## config.mk

```make
export PLATFORM = sky130hd
export DESIGN_NAME = inst_mem_loader
export DESIGN_NICKNAME = d
export VERILOG_FILES = /design/src/rtl/mips_loader_pkg.sv /design/src/rtl/inst_mem_loader_word_assembler.sv /design/src/rtl/inst_mem_loader.sv
export SDC_FILE = /design/constraint.sdc
export NUM_CORES = 1
export LEC_CHECK = 0
export CAP_MARGIN = 0
export CORE_MARGIN = 8
export CORE_UTILIZATION = 50
export DETAILED_ROUTE_END_ITERATION = 8
export HOLD_SLACK_MARGIN = 0.02
export PLACE_DENSITY = 0.76
export SLEW_MARGIN = 20
export SYNTH_ARGS = -nofsm -noshare
export SYNTH_HDL_FRONTEND = slang
export SYNTH_SLANG_ARGS = --single-unit
```

## constraint.sdc

```tcl
create_clock -name clock -period 4.97 [get_ports clock]
set_clock_uncertainty 0.1 [all_clocks]
set_input_delay 0.994 -clock clock [delete_from_list [all_inputs] [get_ports clock]]
set_output_delay 0.994 -clock clock [all_outputs]
set_load 0.01 [all_outputs]
```

## src/rtl/mips_loader_pkg.sv

```systemverilog
// Shared types and constants for the instruction memory loader: state
// encoding, frame geometry and the instruction word width used by the pipeline.
package mips_loader_pkg;

  localparam int INSTR_W        = 32;
  localparam int LEN_BYTES      = 2;
  localparam int BYTES_PER_WORD = 4;
  localparam int LEN_W          = 8 * LEN_BYTES;
  localparam int CNT_W          = $clog2(BYTES_PER_WORD);

  typedef enum logic [2:0] {
    IDLE,
    LEN_HI,
    LEN_LO,
    DATA,
    WRITE,
    CHK,
    DONE,
    ERR
  } loader_state_t;

  // States in which the loader is willing to take a stream byte.
  function automatic logic takes_byte(input loader_state_t s);
    return (s == LEN_HI) || (s == LEN_LO) || (s == DATA) || (s == CHK);
  endfunction

endpackage

```

## src/rtl/inst_mem_loader_word_assembler.sv

```systemverilog
// Packs stream bytes MSB-first into 32-bit words while keeping a running XOR
// of every data byte; word_full flags the byte that completes a word.
module word_assembler
  import mips_loader_pkg::*;
(
  input  logic               clock,
  input  logic               reset,
  input  logic               load_clear,
  input  logic               byte_en,
  input  logic [7:0]         byte_in,
  output logic [INSTR_W-1:0] word,
  output logic [7:0]         checksum,
  output logic               word_full
);

  logic [INSTR_W-1:0] word_q, word_d;
  logic [7:0]         xor_q, xor_d;
  logic [CNT_W-1:0]   cnt_q, cnt_d;

  always_comb begin
    word_d = word_q;
    xor_d  = xor_q;
    cnt_d  = cnt_q;
    if (load_clear) begin
      word_d = '0;
      xor_d  = '0;
      cnt_d  = '0;
    end else if (byte_en) begin
      word_d = {word_q[INSTR_W-9:0], byte_in};
      xor_d  = xor_q ^ byte_in;
      cnt_d  = cnt_q + 1'b1;
    end
  end

  always_ff @(posedge clock or negedge reset) begin
    if (!reset) begin
      word_q <= '0;
      xor_q  <= '0;
      cnt_q  <= '0;
    end else begin
      word_q <= word_d;
      xor_q  <= xor_d;
      cnt_q  <= cnt_d;
    end
  end

  assign word      = word_q;
  assign checksum  = xor_q;
  assign word_full = byte_en && (cnt_q == CNT_W'(BYTES_PER_WORD - 1));

endmodule

```

## src/rtl/inst_mem_loader.sv

```systemverilog
// Write side of the instruction memory: parses a length/data/checksum byte
// frame, writes words to consecutive addresses and releases the CPU on success.
module inst_mem_loader
  import mips_loader_pkg::*;
#(
  parameter int ADDR_W    = 10,
  parameter int MAX_WORDS = 1024
) (
  input  logic               clock,
  input  logic               reset,
  input  logic               start,
  input  logic [7:0]         byte_in,
  input  logic               byte_valid,
  output logic               byte_ready,
  output logic [ADDR_W-1:0]  mem_address,
  output logic [INSTR_W-1:0] mem_data,
  output logic               mem_wren,
  output logic               cpu_hold,
  output logic               done,
  output logic               error,
  output logic [ADDR_W:0]    words_loaded
);

  loader_state_t      state_q, state_d;
  logic [LEN_W-1:0]   len_q, len_d;
  logic [LEN_W-1:0]   len_now;
  logic [ADDR_W:0]    words_loaded_q, words_loaded_d, words_inc;
  logic [ADDR_W-1:0]  mem_address_q, mem_address_d;
  logic               accept;
  logic               load_clear;
  logic               data_en;
  logic               word_full;
  logic [7:0]         checksum;
  logic [INSTR_W-1:0] word;

  assign accept     = byte_valid && byte_ready;
  assign len_now    = {len_q[LEN_W-1:8], byte_in};
  assign words_inc  = words_loaded_q + 1'b1;
  assign data_en    = accept && (state_q == DATA);
  // A new load may only begin from a resting state, never mid-frame.
  assign load_clear = start && ((state_q == IDLE) || (state_q == DONE) || (state_q == ERR));

  word_assembler u_word_assembler (
    .clock      (clock),
    .reset      (reset),
    .load_clear (load_clear),
    .byte_en    (data_en),
    .byte_in    (byte_in),
    .word       (word),
    .checksum   (checksum),
    .word_full  (word_full)
  );

  always_ff @(posedge clock or negedge reset) begin
    if (!reset) begin
      state_q        <= IDLE;
      len_q          <= '0;
      words_loaded_q <= '0;
      mem_address_q  <= '0;
    end else begin
      state_q        <= state_d;
      len_q          <= len_d;
      words_loaded_q <= words_loaded_d;
      mem_address_q  <= mem_address_d;
    end
  end

  always_comb begin
    state_d = state_q;
    case (state_q)
      IDLE, DONE, ERR: if (start) state_d = LEN_HI;
      LEN_HI:          if (accept) state_d = LEN_LO;
      LEN_LO: begin
        if (accept) begin
          if (len_now == '0)                      state_d = CHK;
          else if (len_now > LEN_W'(MAX_WORDS))   state_d = ERR;
          else                                    state_d = DATA;
        end
      end
      DATA:            if (word_full) state_d = WRITE;
      WRITE:           state_d = (LEN_W'(words_inc) == len_q) ? CHK : DATA;
      CHK:             if (accept) state_d = (byte_in == checksum) ? DONE : ERR;
      default:         state_d = IDLE;
    endcase
  end

  // Counters advance as the WRITE cycle retires, so the address seen during
  // the write pulse is the count of words already stored.
  always_comb begin
    len_d          = len_q;
    words_loaded_d = words_loaded_q;
    mem_address_d  = mem_address_q;
    if (load_clear) begin
      len_d          = '0;
      words_loaded_d = '0;
      mem_address_d  = '0;
    end else if (accept && (state_q == LEN_HI)) begin
      len_d = {byte_in, len_q[7:0]};
    end else if (accept && (state_q == LEN_LO)) begin
      len_d = len_now;
    end else if (state_q == WRITE) begin
      words_loaded_d = words_inc;
      mem_address_d  = mem_address_q + 1'b1;
    end
  end

  always_comb begin
    byte_ready   = takes_byte(state_q);
    mem_wren     = (state_q == WRITE);
    mem_address  = mem_address_q;
    mem_data     = word;
    cpu_hold     = (state_q != DONE);
    done         = (state_q == DONE);
    error        = (state_q == ERR);
    words_loaded = words_loaded_q;
  end

endmodule

```

==> run metrics, run 1 <==
largest family of logic cells by synthesized area simple AND/OR/NAND/NOR gates; Syn-to-layout area delta 21.8%; Core Area 0.00809 mm2; Slew @ Worst Pin 1040 ps; first-pass GRT wire length 16.4 mm; period utilization 67.9%; PortBufs 69; Clk pin slew, worst setup/hold paths 80 ps; asr flop ratio synth 100%; Tot GR Track Use 17.5%; # resized after CTS 0; area of the multi-input gates 0.00188 mm2; synth top area cells dfrtp_1 50%, nand2_1 11%, a21oi_1 6.1%; Mapped Area 0.00409 mm2; CP cell instances nand2_1 > inv_1 > clkdlybuf4s50_1; Die Span Y 106 um; status finished, final reports clean; number of flops mapped to enable cells by yosys 0; post-placement cell area 0.00479 mm2; sum of negative setup slack 0 ps; final wirelength 9.65 mm; static leakage 2.11 nW; Top Usage Layer GRT met2; fill count 714; die width 106 um; synthesized net count 472; CP Class flop to output port; CTS buffer count 9; Worst VDD drop 0.220 mV; DR iter-0 viols 208; top_reg_cell synth dfrtp_1; Yosys reg bits 82; CTS hold repair buffers 0; Post-Synth Simple-Gate Area 22.4%; # H-tree levels 3; # setup viols final 0; Final HPWL DP 6.81 mm; multiplexer area fraction after synthesis 0.245%; CTS tree built; routed vias/inst 5.43; Avg Inst Size Synth 8.96 um2; GRT overflow 0; Post-CTS Setup Repair Bufs 0; WP data required 3880 ps; crit path max fanout 13; XOR/XNOR share of the synthesized area 10.2%; met3 Use GR 2.78%; die area 0.0113 mm2; Cell Rows 33; crit start category flop; vias in the first global route 3289; initial core utilization 50.6%; Sink Count 82; Worst R2R Path Depth 7; Hold Crit Class flop to flop; hold-critical path depth 2; DRC Markers 0; CTS root buffer clkbuf_8; WL/cell 15.4 um; vias 3395; Clock Latency Late Sink 350 ps; GR Layer Usage met2 27.2%; final hold slack 426 ps; Syn Inst Count 457; Synth top area share 50.1%; crit-path max cell delay 630 ps; Post-synth top cells 119 x nand2_1, 82 x dfrtp_1, 50 x a21oi_1, 36 x nor2_1, 27 x xor2_1; Ports 70; Final Wtd Congestion 0.852; CP max stage cell clkdlybuf4s50_1; largest net degree at the start of global routing 83; final worst slack 1600 ps; GR Util met1 24.2%; Yosys cell types 45; CP endpoint kind output port; Pwr Density 445 mW/mm2; most frequent cell after synthesis nand2_1; # nets final 530; fin area 0.00498 mm2; Worst slew margin 30.8%; total power 2.22 mW; initial antenna violation count 0; Post-Synth Adder-Cell Area 0.917%; synth warn 0; Compound-Gate Fraction of Synth Area 11.9%; DRT antenna net count 0; MaxCap Viol Count 0; Arr. time, crit path 2280 ps; share of cells above drive strength 1 5.77%; area leader, netlist dfrtp_1; R2R setup slack 2440 ps; Clock Path Buffers 2; sequential fraction of the synthesis area 50.1%; Final Hold Viols 0; RSZ-0062 raised after global routing no; pre-CTS WS 1810 ps; sequential cell area 0.00205 mm2; Achievable Freq 296 MHz; Pre-antenna DRT Iters 4; Min Clock Period, post-route 3370 ps; Slew Limit Fails 0; # diodes 0
## cell families (layout without fill, tap and decap cells)
kind of cell	count (synthesis)	after routing
fa+ha+maj	3	3
compound gates	85	85
simple gates	208	208
buf+inv	32	95
mux	1	1
xor+xnor	46	46
flops	82	82
## power by group
group          switching [mW]  internal (mW)  total, mW
registers               0.168          0.800      0.968
logic                   0.448          0.363      0.811
clock network           0.251          0.187      0.437
## critical path, delay by kind of cell (launching register included)
| family | cells | cell delay, ps |
|---|---|---|
| buffers and inverters | 2 | 1050 |
| flip-flops | 1 | 620 |
| AND/OR/NAND/NOR | 1 | 250 |
## flip-flops by register name (all words and copies together), names as in the netlist
name	cells
len_q	16
mem_address	10
state_q	3
u_word_assembler.checksum	8
u_word_assembler.cnt_q	2
u_word_assembler.word	32
words_loaded	11
## layout by cell type (no fill, tap or decap), drive strengths merged, types with 10 or more instances in the layout
cell type	count
nor2	36
clkdlybuf4s50	68
nand3	13
nand2	119
xor2	27
clkbuf	10
o21ai	16
xnor2	19
a21oi	50
dfrtp	82
## final cells by class
type	count	area share, %
Clock buffer	10	2.56
Clock inverter	6	1.00
Multi-Input combinational cell	343	37.8
Inverter	7	0.527
Tap cell	105	2.64
Timing Repair Buffer	72	14.3
Sequential cell	82	41.2
## final timing paths
| kind | end | start |
|---|---|---|
| setup / recovery | mem_wren | state_q[2] |
| hold / removal | len_q[12] | len_q[12] |
| setup reg to reg | u_word_assembler.checksum[3] | state_q[0] |
| hold reg to reg | len_q[12] | len_q[12] |
| max in group asynchronous | u_word_assembler.word[30] | reset |
| min in group asynchronous | len_q[1] | reset |
## routing by layer
metal  vias up  wire length (um)  share of wire [%]
met5         -                 0                  0
met4         0               153                1.6
met3        13               579                6.0
met2       107              4650                 48
met1      1624              4270                 44
li1       1651                 -                  -
## metrics by stage
| step | std cells | util (%) |
|---|---|---|
| after global routing | 625 | 61.6 |
| after detailed placement | 609 | 59.2 |
| after CTS | 625 | 61.4 |
| after global placement | 609 | 59.2 |
| final | 625 | 61.6 |
| after floorplan | 457 | - |
Note: power is estimated with default switching activity, not from simulation.
==> inputs of run 2 (changes only) <==
--- a/config.mk
+++ b/config.mk
@@ -7,7 +7,7 @@
 export LEC_CHECK = 0
 export CAP_MARGIN = 0
 export CORE_MARGIN = 8
-export CORE_UTILIZATION = 50
+export CORE_UTILIZATION = 48
 export DETAILED_ROUTE_END_ITERATION = 8
 export HOLD_SLACK_MARGIN = 0.02
 export PLACE_DENSITY = 0.76
==> constraint.sdc (replaced) <==
create_clock -name clock -period 3.05 [get_ports clock]
set_clock_uncertainty 0.1 [all_clocks]
set_input_delay 0.61 -clock clock [delete_from_list [all_inputs] [get_ports clock]]
set_output_delay 0.61 -clock clock [all_outputs]
set_load 0.01 [all_outputs]
==> run 2 against run 1 <==
  * Sequential share of layout area decreased by 0.39 points
  * Register-to-register slack lost 1800 ps
  * Sequential power rose by 62%
  * Final cell count rose by 0.80%
  * Largest cell class unchanged
  * Largest power group unchanged
==> run metrics, run 2 (same netlist as run 1, synthesis figures left out) <==
status finished, final reports clean; crit path max fanout 13 (unchanged); Worst slew margin 53.8% (+23 points); # nets final 535 (+0.94%); DRT antenna net count 0 (unchanged); Hold Crit Class primary input to async pin; CP endpoint kind output port; crit start category flop; Syn-to-layout area delta 22.9%; DRC Markers 0 (unchanged); CTS tree built; Clock Latency Late Sink 360 ps (about the same); Sink Count 82 (unchanged); PortBufs 69 (unchanged); Top Family by Delay on Critical Path buffers and inverters; Tot GR Track Use 17.8% (+0.22 points); final wirelength 10.1 mm (+4.9%); CP cell instances inv_1 > nand2_1 > o21ai_0 > clkdlybuf4s50_1; static leakage 2.14 nW (+1.5%); most frequent cells in the layout 119 x nand2_1, 82 x dfrtp_1, 68 x clkdlybuf4s50_1; vias 3421 (+0.77%); total power 3.69 mW (+66%); most common cell after layout, fill and taps aside nand2_1; # resized after CTS 0 (unchanged); Clock Path Buffers 2 (unchanged); CTS hold repair buffers 0 (unchanged); Final Wtd Congestion 0.904 (+6.1%); origin of the worst setup path state_q[1]; placed insts 614 (+0.82%); post-placement cell area 0.00484 mm2 (+1.0%); initial antenna violation count 0 (unchanged); first-pass GRT wire length 16.7 mm (+2.0%); Worst Path Buf+Inv 2 (unchanged); crit-path max cell delay 590 ps (-40 ps); period utilization 88.3%; GRT overflow 0 (unchanged); pre-CTS WS 639 ps (-1170 ps); Pre-antenna DRT Iters 6 (+2); DR iter-0 viols 261 (+25%); Worst VDD drop 0.377 mV (+71%); # setup viols final 0 (unchanged); Core Area 0.00826 mm2 (+2.0%); largest net degree at the start of global routing 55 (-34%); post-route core utilization 60.9% (-0.66 points); Pwr Density 733 mW/mm2 (+65%); Ports 70 (unchanged); max FFs per register 32 (unchanged); share of cells above drive strength 1 6.86% (+1.1 points); final worst slack 357 ps (-1240 ps); Post-CTS Setup Repair Bufs 0 (unchanged); die width 108 um (+1.8%); initial core utilization 49.6% (-1.0 points); Cell Rows 33 (unchanged); final hold slack 195 ps (-231 ps); Die Span Y 108 um (+1.8%); # diodes 0 (unchanged); sum of negative setup slack 0 ps (unchanged); vias in the first global route 3311 (+0.67%); fin area 0.00503 mm2 (+0.95%); Slew @ Worst Pin 693 ps (-345 ps); Final Hold Viols 0 (unchanged); reg-to-reg startpoint words_loaded[0]; Slew Limit Fails 0 (unchanged); routed vias/inst 5.43 (about the same); MaxCap Viol Count 0 (unchanged); Clk pin slew, worst setup/hold paths 80 ps (about the same); die area 0.0117 mm2 (+3.5%); Achievable Freq 371 MHz; # H-tree levels 3 (unchanged); WP data required 2340 ps (-1540 ps); Final Non-Filler Cells 630 (+0.80%); Arr. time, crit path 1980 ps (-300 ps); CTS buffer count 9 (unchanged); CTS root buffer clkbuf_8; CP Class flop to output port; Min Clock Period, post-route 2690 ps; WL/cell 16.1 um (+4.1%); RSZ-0062 raised after global routing no; Final HPWL DP 7.37 mm (+8.2%); CP max stage cell clkdlybuf4s50_1
-- run 2: cell count changes in the layout (fill, tap and decap cells not counted) --
cell and delta:
clkbuf_8 +1, clkbuf_1 -1, nor4_2 +1, buf_4 +5, buf_12 +1, buf_6 -1, nor4_4 -1
-- run 2: worst reg2reg max path, delay by kind of cell, from the launching register on --
| kind | cells | cell delay (ps) |
|---|---|---|
| compound gates | 2 | 270 |
| simple gates | 3 | 740 |
| xor+xnor | 1 | 150 |
| fa+ha+maj | 1 | 450 |
| flops | 1 | 530 |
-- run 2: area by class of cell --
cell class / instances / area, um2
fillers: 719 / 3230
repair buffers: 77 / 761
flip-flops and latches: 82 / 2050
multi-input cells: 343 / 1870
inverters: 7 / 26.3
well taps: 105 / 131
clock inverters: 6 / 50.0
clock buffers: 10 / 138
-- run 2: path summary, 6_finish.rpt --
path / cells past startpoint / slack (ps) / endpoint
worst max-delay path: 4 / 360 / byte_ready
worst min-delay path: 1 / 200 / len_q[0]
worst max register to register: 7 / 660 / state_q[1]
worst min register to register: 2 / 430 / u_word_assembler.word[30]
max in group asynchronous: 2 / 1970 / len_q[2]
min in group clock: 2 / 430 / u_word_assembler.word[30]
-- run 2: power breakdown --
part / internal (mW) / switching, mW / leakage [nW]
Sequential: 1.30 / 0.268 / 1.12
Clock: 0.326 / 0.412 / 0.0895
Combinational: 0.617 / 0.759 / 0.933
Total: 2.25 / 1.44 / 2.14
-- run 2: per-layer routing --
| metal | GRT usage [%] | part of all wire [%] |
|---|---|---|
| met5 | 0 | 0 |
| met4 | 6.84 | 1.8 |
| met3 | 3.99 | 6.8 |
| met2 | 29.1 | 49 |
| met1 | 22.4 | 43 |
